--- src/rtl/multdiv_scoreboard.sv ---
// Tracks mul/div ops through the multdiv pipeline: per-stage occupancy, D/X
// bypass requests, in-flight count and the retire pulse toward writeback.
module multdiv_scoreboard #(
    parameter int unsigned DEPTH = 17
) (
    input  logic             clock,
    input  logic             reset,
    input  logic             issue,
    input  logic             issue_div,
    input  logic [4:0]       issue_rd,
    input  logic             issue_dz,
    input  logic [4:0]       dx_rs,
    input  logic [4:0]       dx_rt,
    input  logic [4:0]       dx_rd,
    input  logic             dx_reads_rs,
    input  logic             dx_reads_rt,
    input  logic             dx_reads_rd,
    input  logic             wb_stall,
    output logic             issue_ready,
    output logic [DEPTH-1:0] busy_stage,
    output logic [DEPTH-1:0] bp_reqX,
    output logic             exc_piped,
    output logic             done_valid,
    output logic [4:0]       done_rd,
    output logic             done_exc,
    output logic [4:0]       inflight
);

    localparam int unsigned RW = 5;
    localparam int unsigned CW = 5;

    typedef struct packed {
        logic          valid;
        logic [RW-1:0] rd;
        logic          is_div;
        logic          dz;
    } slot_t;

    slot_t         slot_q [DEPTH];
    slot_t         slot_d [DEPTH];
    logic [CW-1:0] inflight_q;
    logic [CW-1:0] inflight_d;

    logic freeze_c;
    logic issue_acc_c;
    logic retire_c;

    // A valid op at the exit stage that cannot write back stalls the whole pipe.
    assign freeze_c    = slot_q[DEPTH-1].valid & wb_stall;
    assign issue_ready = ~freeze_c;
    assign issue_acc_c = issue & ~freeze_c;
    assign retire_c    = slot_q[DEPTH-1].valid & ~wb_stall;

    // Next-state: shift one stage unless frozen, loading the new issue into slot 0.
    always_comb begin
        for (int unsigned i = 0; i < DEPTH; i++) begin
            slot_d[i] = slot_q[i];
        end
        inflight_d = inflight_q;
        if (!freeze_c) begin
            for (int unsigned i = 1; i < DEPTH; i++) begin
                slot_d[i] = slot_q[i-1];
            end
            slot_d[0].valid  = issue_acc_c;
            slot_d[0].rd     = issue_acc_c ? issue_rd : '0;
            slot_d[0].is_div = issue_acc_c & issue_div;
            slot_d[0].dz     = issue_acc_c & issue_div & issue_dz;
            inflight_d       = inflight_q + CW'(issue_acc_c) - CW'(retire_c);
        end
    end

    always_ff @(posedge clock) begin
        if (reset) begin
            for (int unsigned i = 0; i < DEPTH; i++) begin
                slot_q[i] <= '0;
            end
            inflight_q <= '0;
        end else begin
            for (int unsigned i = 0; i < DEPTH; i++) begin
                slot_q[i] <= slot_d[i];
            end
            inflight_q <= inflight_d;
        end
    end

    // Occupancy and bypass requests; rd = 0 never needs forwarding.
    always_comb begin
        busy_stage = '0;
        bp_reqX    = '0;
        for (int unsigned i = 0; i < DEPTH; i++) begin
            busy_stage[i] = slot_q[i].valid;
            bp_reqX[i]    = slot_q[i].valid && (slot_q[i].rd != '0) &&
                            ((dx_reads_rs && (slot_q[i].rd == dx_rs)) ||
                             (dx_reads_rt && (slot_q[i].rd == dx_rt)) ||
                             (dx_reads_rd && (slot_q[i].rd == dx_rd)));
        end
    end

    assign exc_piped  = |busy_stage;
    assign done_valid = retire_c;
    assign done_rd    = retire_c ? slot_q[DEPTH-1].rd : '0;
    assign done_exc   = retire_c & slot_q[DEPTH-1].is_div & slot_q[DEPTH-1].dz;
    assign inflight   = inflight_q;

endmodule

--- config.mk ---
export PLATFORM = sky130hd
export DESIGN_NAME = multdiv_scoreboard
export DESIGN_NICKNAME = d
export VERILOG_FILES = /design/src/rtl/multdiv_scoreboard.sv
export SDC_FILE = /design/constraint.sdc
export NUM_CORES = 1
export LEC_CHECK = 0
export CAP_MARGIN = 20
export CORE_AREA = 4 4 157 159
export CTS_CLUSTER_DIAMETER = 100
export DETAILED_ROUTE_END_ITERATION = 6
export DIE_AREA = 0 0 161 163
export PLACE_DENSITY = 0.56
export SETUP_SLACK_MARGIN = 0.15
export SLEW_MARGIN = 20
export SYNTH_ARGS = -nofsm -noshare
export SYNTH_HDL_FRONTEND = slang
export SYNTH_SLANG_ARGS = --single-unit
--- constraint.sdc ---
create_clock -name clock -period 3.53 [get_ports clock]
set_input_delay 0.706 -clock clock [delete_from_list [all_inputs] [get_ports clock]]
set_output_delay 0.706 -clock clock [all_outputs]
set_load 0.05 [all_outputs]
==> results of run 1 <==
==> state kept, by name, indices dropped and copies added (netlist names) <==
register,flops
inflight,5
slot_q,136
==> layout make-up <==
cell class | count | area share
Multi-Input combinational cell | 858 | 0.501
Tap cell | 319 | 0.0383
Timing Repair Buffer | 104 | 0.127
Sequential cell | 141 | 0.271
Inverter | 7 | 0.00276
Clock buffer | 18 | 0.0421
Clock inverter | 14 | 0.0174
==> timing repair <==
item | in CTS | in global routing
gates resized for setup | 0 | 3
endpoints found under the setup margin | 0 | 3
setup buffers | 0 | 0
==> critical path: cells and delay by family <==
| family | cells | cell delay [ns] |
|---|---|---|
| XOR/XNOR | 1 | 0.09 |
| AND/OR/NAND/NOR | 2 | 0.42 |
| buffers and inverters | 3 | 0.92 |
| AO/OA/AOI/OAI | 1 | 0.39 |
==> kinds of logic (layout without fill, tap and decap cells) <==
| kind of cell | Yosys count | count (layout) | share of synthesized area |
|---|---|---|---|
| buffers and inverters | 193 | 143 | 0.121 |
| and+or+nand+nor | 415 | 415 | 0.211 |
| muxes | 1 | 1 | 0.00123 |
| adders and majority gates | 6 | 6 | 0.00904 |
| DFF | 141 | 141 | 0.309 |
| xor gates and xnor gates | 257 | 257 | 0.246 |
| AOI/OAI and AO/OA | 179 | 179 | 0.102 |
==> metrics by stage <==
stage	area [sq um]	util	hold WS, ns
3_3_place_gp	9790	0.421	0.439
6_report	10400	0.448	0.449
3_5_place_dp	9790	0.421	0.445
4_1_cts	10400	0.448	0.453
2_1_floorplan	9140	-	0.427
5_1_grt	10400	0.448	0.465
==> cells in the mapped netlist, types with 3 or more instances <==
library cell,n,area share
a21oi_1,140,0.077
a31oi_1,17,0.012
and2_1,6,0.0041
buf_2,40,0.022
buf_4,28,0.023
buf_6,26,0.032
clkbuf_1,87,0.036
dfxtp_1,141,0.31
ha_1,5,0.0068
inv_1,6,0.0025
nand2_1,270,0.11
nand3_1,55,0.030
nor2_1,5,0.0021
nor2b_1,3,0.0021
nor4_1,43,0.029
nor4_2,11,0.015
o21ai_0,7,0.0038
o21ai_1,10,0.0055
or4_1,18,0.015
xnor2_1,53,0.051
xor2_1,204,0.20
==> path summary, 6_finish.rpt <==
check	start	endpoint	slack (ns)
worst max-delay path	dx_rs[1]	bp_reqX[10]	0.29
worst min-delay path	slot_q[0][81]$_SDFFE_PP0N_	slot_q[0][89]$_SDFFE_PP0N_	0.45
worst max register to register	slot_q[0][135]$_SDFFE_PP0N_	inflight[4]$_SDFFE_PP0N_	0.83
worst min register to register	slot_q[0][81]$_SDFFE_PP0N_	slot_q[0][89]$_SDFFE_PP0N_	0.45
==> metal layers <==
metal	share of wire	vias to the layer above	global-route usage
li1	-	3712	-
met3	0.066	28	0.0344
met4	0.015	0	0.0566
met5	0	-	0
met1	0.47	3608	0.283
met2	0.45	248	0.296
==> where the power goes <==
| part | total (uW) | internal (uW) | switching (uW) |
|---|---|---|---|
| Combinational | 562 | 234 | 328 |
| Clock | 1890 | 1140 | 751 |
| Sequential | 1650 | 1620 | 32.9 |
| Total | 4100 | 2990 | 1110 |
==> results.sh, run 1 <==
export IMPL_multi_input_area_sq_um=5230
export IMPL_min_period_ns=3.24
export IMPL_clkTransAtPathRegs_ns=0.07
export IMPL_synth_edf_count=0
export IMPL_grt_max_degree=101
export IMPL_holdPathStages=2
export IMPL_drcViolationCount=0
export IMPL_insertion_delay_ns=0.43
export IMPL_cpMostUsedCell="buf_12"
export IMPL_syn_area_sq_um=9140
export IMPL_power_density_nw_per_um2=394
export IMPL_finalCritPeriodShare=0.919
export IMPL_synthCells=1192
export IMPL_hp_class="flop to flop"
export IMPL_start_util=0.393
export IMPL_crit_required_ns=2.82
export IMPL_finalSetupViolCount=0
export IMPL_slowest_delay_ns=0.51
export IMPL_die_h_microns=163
export IMPL_coreArea_sq_um=23300
export IMPL_die_w_microns=161
export IMPL_rows=56
export IMPL_cts_buffer_depth=2
export IMPL_dp_slack_ns=0.173
export IMPL_antenna_found_initial=0
export IMPL_crit_path_max_fanout=17
export IMPL_r2r_cells=13
export IMPL_ys_seq_area_frac=0.309
export IMPL_viasPerCell=5.20
export IMPL_synthFlopType="dfxtp_1"
export IMPL_path_class="input pin to output pin"
export IMPL_setup_slack_ns=0.287
export IMPL_first_global_vias=7116
export IMPL_die_area_sq_um=26200
export IMPL_grt_pass1_wl_microns=40900
export IMPL_h_tree_depth=4
export IMPL_syn_to_final_growth_pct=14.1
export IMPL_startpoint_type="input pin"
export IMPL_postRouteAntennaNets=0
export IMPL_final_cells=1461
export IMPL_grt_overflow=0
export IMPL_final_hold_violation_count=0
export IMPL_tightestPinTransition_ns=1.08
export IMPL_drtIter0Drc=515
export IMPL_crit_path_end_kind="output pin"
export IMPL_slew_headroom=0.280
export IMPL_fin_worst_skew_ns=0.0111
export IMPL_max_cap_violations=0
export IMPL_drv_slew=0
export IMPL_dp_hpwl_microns=15100
export IMPL_synth_nets=1227
export IMPL_n_fill_cell=2342
export IMPL_final_common_cell="nand2_1"
export IMPL_ys_types=34
export IMPL_cts_tree="yes"
export IMPL_cts_sinks=141
export IMPL_cts_hold_buffers=0
export IMPL_routabilityCongestion=0.797
export IMPL_p_leak_uw=0.00401
export IMPL_drt_total_wl_microns=25600
export IMPL_total_power_uw=4100
export IMPL_io_buffers=76
export IMPL_vdd_drop_max_mv=0.322
export IMPL_dp_cells=1429
export IMPL_yosysWarnings=0
export IMPL_cts_root_buf="clkbuf_16"
export IMPL_synthArstFlopShare=0
export IMPL_io_pins=77
export IMPL_n_antenna_cell=0
export IMPL_path_cells="clkdlybuf4s50_1, buf_12, xor2_1, nor4_1, nand3_1, a31oi_1, buf_12"
export IMPL_final_cell_mix="nand2_1, xor2_1, dfxtp_1"
export IMPL_wl_per_cell_microns=17.5
export IMPL_status="finished, final reports clean"
export IMPL_drive_gt1_frac=0.0911
export IMPL_firstDrtPassIters=5
export IMPL_grt_usage=0.195
export IMPL_finalSetupTns_ns=0
export IMPL_synth_avg_cell_area_sq_um=7.66
export IMPL_fin_nets=1164
export IMPL_fmax_mhz=308
export IMPL_numCtsBuffers=17
export IMPL_regArea_sq_um=2820
export IMPL_ys_ff_latch=141
export IMPL_dr_total_vias=7596
export IMPL_slowest_stage="clkdlybuf4s50_1"
export IMPL_rsz0062_at_grt="no"
export IMPL_worst_ep_arrival_time_ns=2.54
Power figures use the tool's default switching activity.
==> inputs of run 2 (changes only) <==
--- a/config.mk
+++ b/config.mk
@@ -10,6 +10,7 @@
 export CTS_CLUSTER_DIAMETER = 100
 export DETAILED_ROUTE_END_ITERATION = 6
 export DIE_AREA = 0 0 161 163
+export HOLD_SLACK_MARGIN = 0.1
 export PLACE_DENSITY = 0.56
 export SETUP_SLACK_MARGIN = 0.15
 export SLEW_MARGIN = 20
==> results of run 2 <==
Final layout, timing and power as in run 1 (identical DEF).
==> inputs of run 3 (changes only) <==
--- a/config.mk
+++ b/config.mk
@@ -17,3 +17,4 @@
 export SYNTH_ARGS = -nofsm -noshare
 export SYNTH_HDL_FRONTEND = slang
 export SYNTH_SLANG_ARGS = --single-unit
+export TNS_END_PERCENT = 5
==> results.sh, run 3 (synthesis results as in run 1) <==
export IMPL_viasPerCell=5.21
export IMPL_drv_slew=0
export IMPL_startpoint_type="input pin"
export IMPL_slowest_stage="clkdlybuf4s50_1"
export IMPL_vdd_drop_max_mv=0.322
export IMPL_cts_hold_buffers=0
export IMPL_clkTransAtPathRegs_ns=0.06
export IMPL_tightestPinTransition_ns=1.09
export IMPL_slew_headroom=0.271
export IMPL_ctsResizeCount=0
export IMPL_drcViolationCount=0
export IMPL_crit_path_end_kind="output pin"
export IMPL_fin_nets=1164
export IMPL_drt_total_wl_microns=25600
export IMPL_cpMostUsedCell="buf_12"
export IMPL_reg2reg_to="inflight[4]$_SDFFE_PP0N_"
export IMPL_max_cap_violations=0
export IMPL_grt_max_degree=101
export IMPL_slowest_delay_ns=0.50
export IMPL_final_hold_violation_count=0
export IMPL_syn_to_final_growth_pct=14.0
export IMPL_utilization=0.448
export IMPL_min_from="slot_q[0][81]$_SDFFE_PP0N_"
export IMPL_drive_gt1_frac=0.0893
export IMPL_power_density_nw_per_um2=394
export IMPL_drtIter0Drc=484
export IMPL_dr_total_vias=7618
export IMPL_status="finished, final reports clean"
export IMPL_dp_hpwl_microns=15100
export IMPL_crit_path_max_fanout=17
export IMPL_grt_usage=0.195
export IMPL_wl_per_cell_microns=17.5
export IMPL_grt_overflow=0
export IMPL_grt_pass1_wl_microns=40900
export IMPL_p_leak_uw=0.00401
export IMPL_fin_worst_skew_ns=0.00888
export IMPL_fmax_mhz=304
export IMPL_hp_class="flop to flop"
export IMPL_post_dp_cell_area_sq_um=9790
export IMPL_cts_tree="yes"
export IMPL_worst_ep_arrival_time_ns=2.58
export IMPL_rsz0062_at_grt="yes"
export IMPL_holdPathStages=2
export IMPL_path_class="input pin to output pin"
export IMPL_final_cell_mix="nand2_1, xor2_1, dfxtp_1"
export IMPL_final_cell_area_sq_um=10400
export IMPL_top_register="slot_q"
export IMPL_cts_sinks=141
export IMPL_die_w_microns=161
export IMPL_routabilityCongestion=0.797
export IMPL_rows=56
export IMPL_firstDrtPassIters=5
export IMPL_cp_depth=7
export IMPL_die_area_sq_um=26200
export IMPL_cp_num_buf_inv=3
export IMPL_r2r_cells=13
export IMPL_whs_endpoint="slot_q[0][89]$_SDFFE_PP0N_"
export IMPL_die_h_microns=163
export IMPL_crit_family="buffers and inverters"
export IMPL_first_global_vias=7116
export IMPL_min_period_ns=3.29
export IMPL_h_tree_depth=4
export IMPL_finalSetupTns_ns=0
export IMPL_finalSetupViolCount=0
export IMPL_total_power_uw=4110
export IMPL_postRouteAntennaNets=0
export IMPL_insertion_delay_ns=0.43
export IMPL_numCtsBuffers=17
export IMPL_n_antenna_cell=0
export IMPL_r2r_slack_ns=0.83
export IMPL_largest_reg_flops=136
export IMPL_crit_required_ns=2.82
export IMPL_io_buffers=76
export IMPL_antenna_found_initial=0
export IMPL_start_util=0.393
export IMPL_postCtsSetupBuffers=0
export IMPL_r2r_start="slot_q[0][135]$_SDFFE_PP0N_"
export IMPL_coreArea_sq_um=23300
export IMPL_finalCritPeriodShare=0.931
export IMPL_dp_slack_ns=0.173
export IMPL_setup_slack_ns=0.243
export IMPL_final_common_cell="nand2_1"
export IMPL_cts_root_buf="clkbuf_16"
export IMPL_path_cells="clkdlybuf4s50_1, buf_12, xor2_1, nor4_1, nand3_1, a31oi_1, buf_12"
export IMPL_cts_buffer_depth=2
export IMPL_io_pins=77
==> run 3: worst reg2reg max path, cell delays in order, from the launching register on <==
cell	delay, ns
dfxtp_1	0.50
and2_4	0.23
inv_4	0.04
nand2_1	0.07
ha_1	0.23
inv_1	0.06
ha_1	0.15
inv_1	0.06
fa_1	0.42
nor2b_1	0.12
o21a_1	0.14
o211ai_1	0.09
o31ai_1	0.12
mux2_1	0.35
==> run 3: where the power goes <==
part           total (uW)  internal, uW  switching [uW]
logic                 561           234             327
clock network        1900          1140             753
registers            1650          1620            32.9
total                4110          2990            1110
==> run 3: metrics by stage <==
| step | std cells | hold WS [ns] |
|---|---|---|
| 3_3_place_gp | 1429 | 0.439 |
| 2_1_floorplan | 1192 | 0.427 |
| 6_report | 1461 | 0.451 |
| 5_1_grt | 1461 | 0.465 |
| 3_5_place_dp | 1429 | 0.445 |
| 4_1_cts | 1461 | 0.453 |
==> run 3: how the worst max path moves through the flow <==
stage                         from                       end  slack, ns
after floorplan           wb_stall  inflight[4]$_SDFFE_PP0N_       0.39
after global routing      dx_rt[0]                bp_reqX[0]       0.12
after CTS                 dx_rt[3]               bp_reqX[13]       0.22
final                     dx_rt[2]               bp_reqX[13]       0.24
after detailed placement  wb_stall  inflight[4]$_SDFFE_PP0N_       0.17
after global placement    wb_stall  inflight[4]$_SDFFE_PP0N_       0.21
==> run 3: area by class of cell <==
class / count / area (sq um)
well taps: 319 / 399
inverters: 7 / 28.8
fillers: 2345 / 12800
flip-flops and latches: 141 / 2820
clock inverters: 14 / 181
multi-input cells: 858 / 5220
clock buffers: 18 / 439
repair buffers: 104 / 1330
==> run 3: per-layer routing <==
| metal | share of wire | vias to the layer above | wire length (microns) | GRT usage |
|---|---|---|---|---|
| met5 | 0 | - | 0 | 0 |
| met4 | 0.015 | 0 | 374 | 0.0566 |
| met3 | 0.063 | 28 | 1610 | 0.0344 |
| met2 | 0.45 | 236 | 11400 | 0.296 |
| met1 | 0.48 | 3641 | 12200 | 0.283 |
| li1 | - | 3713 | - | - |
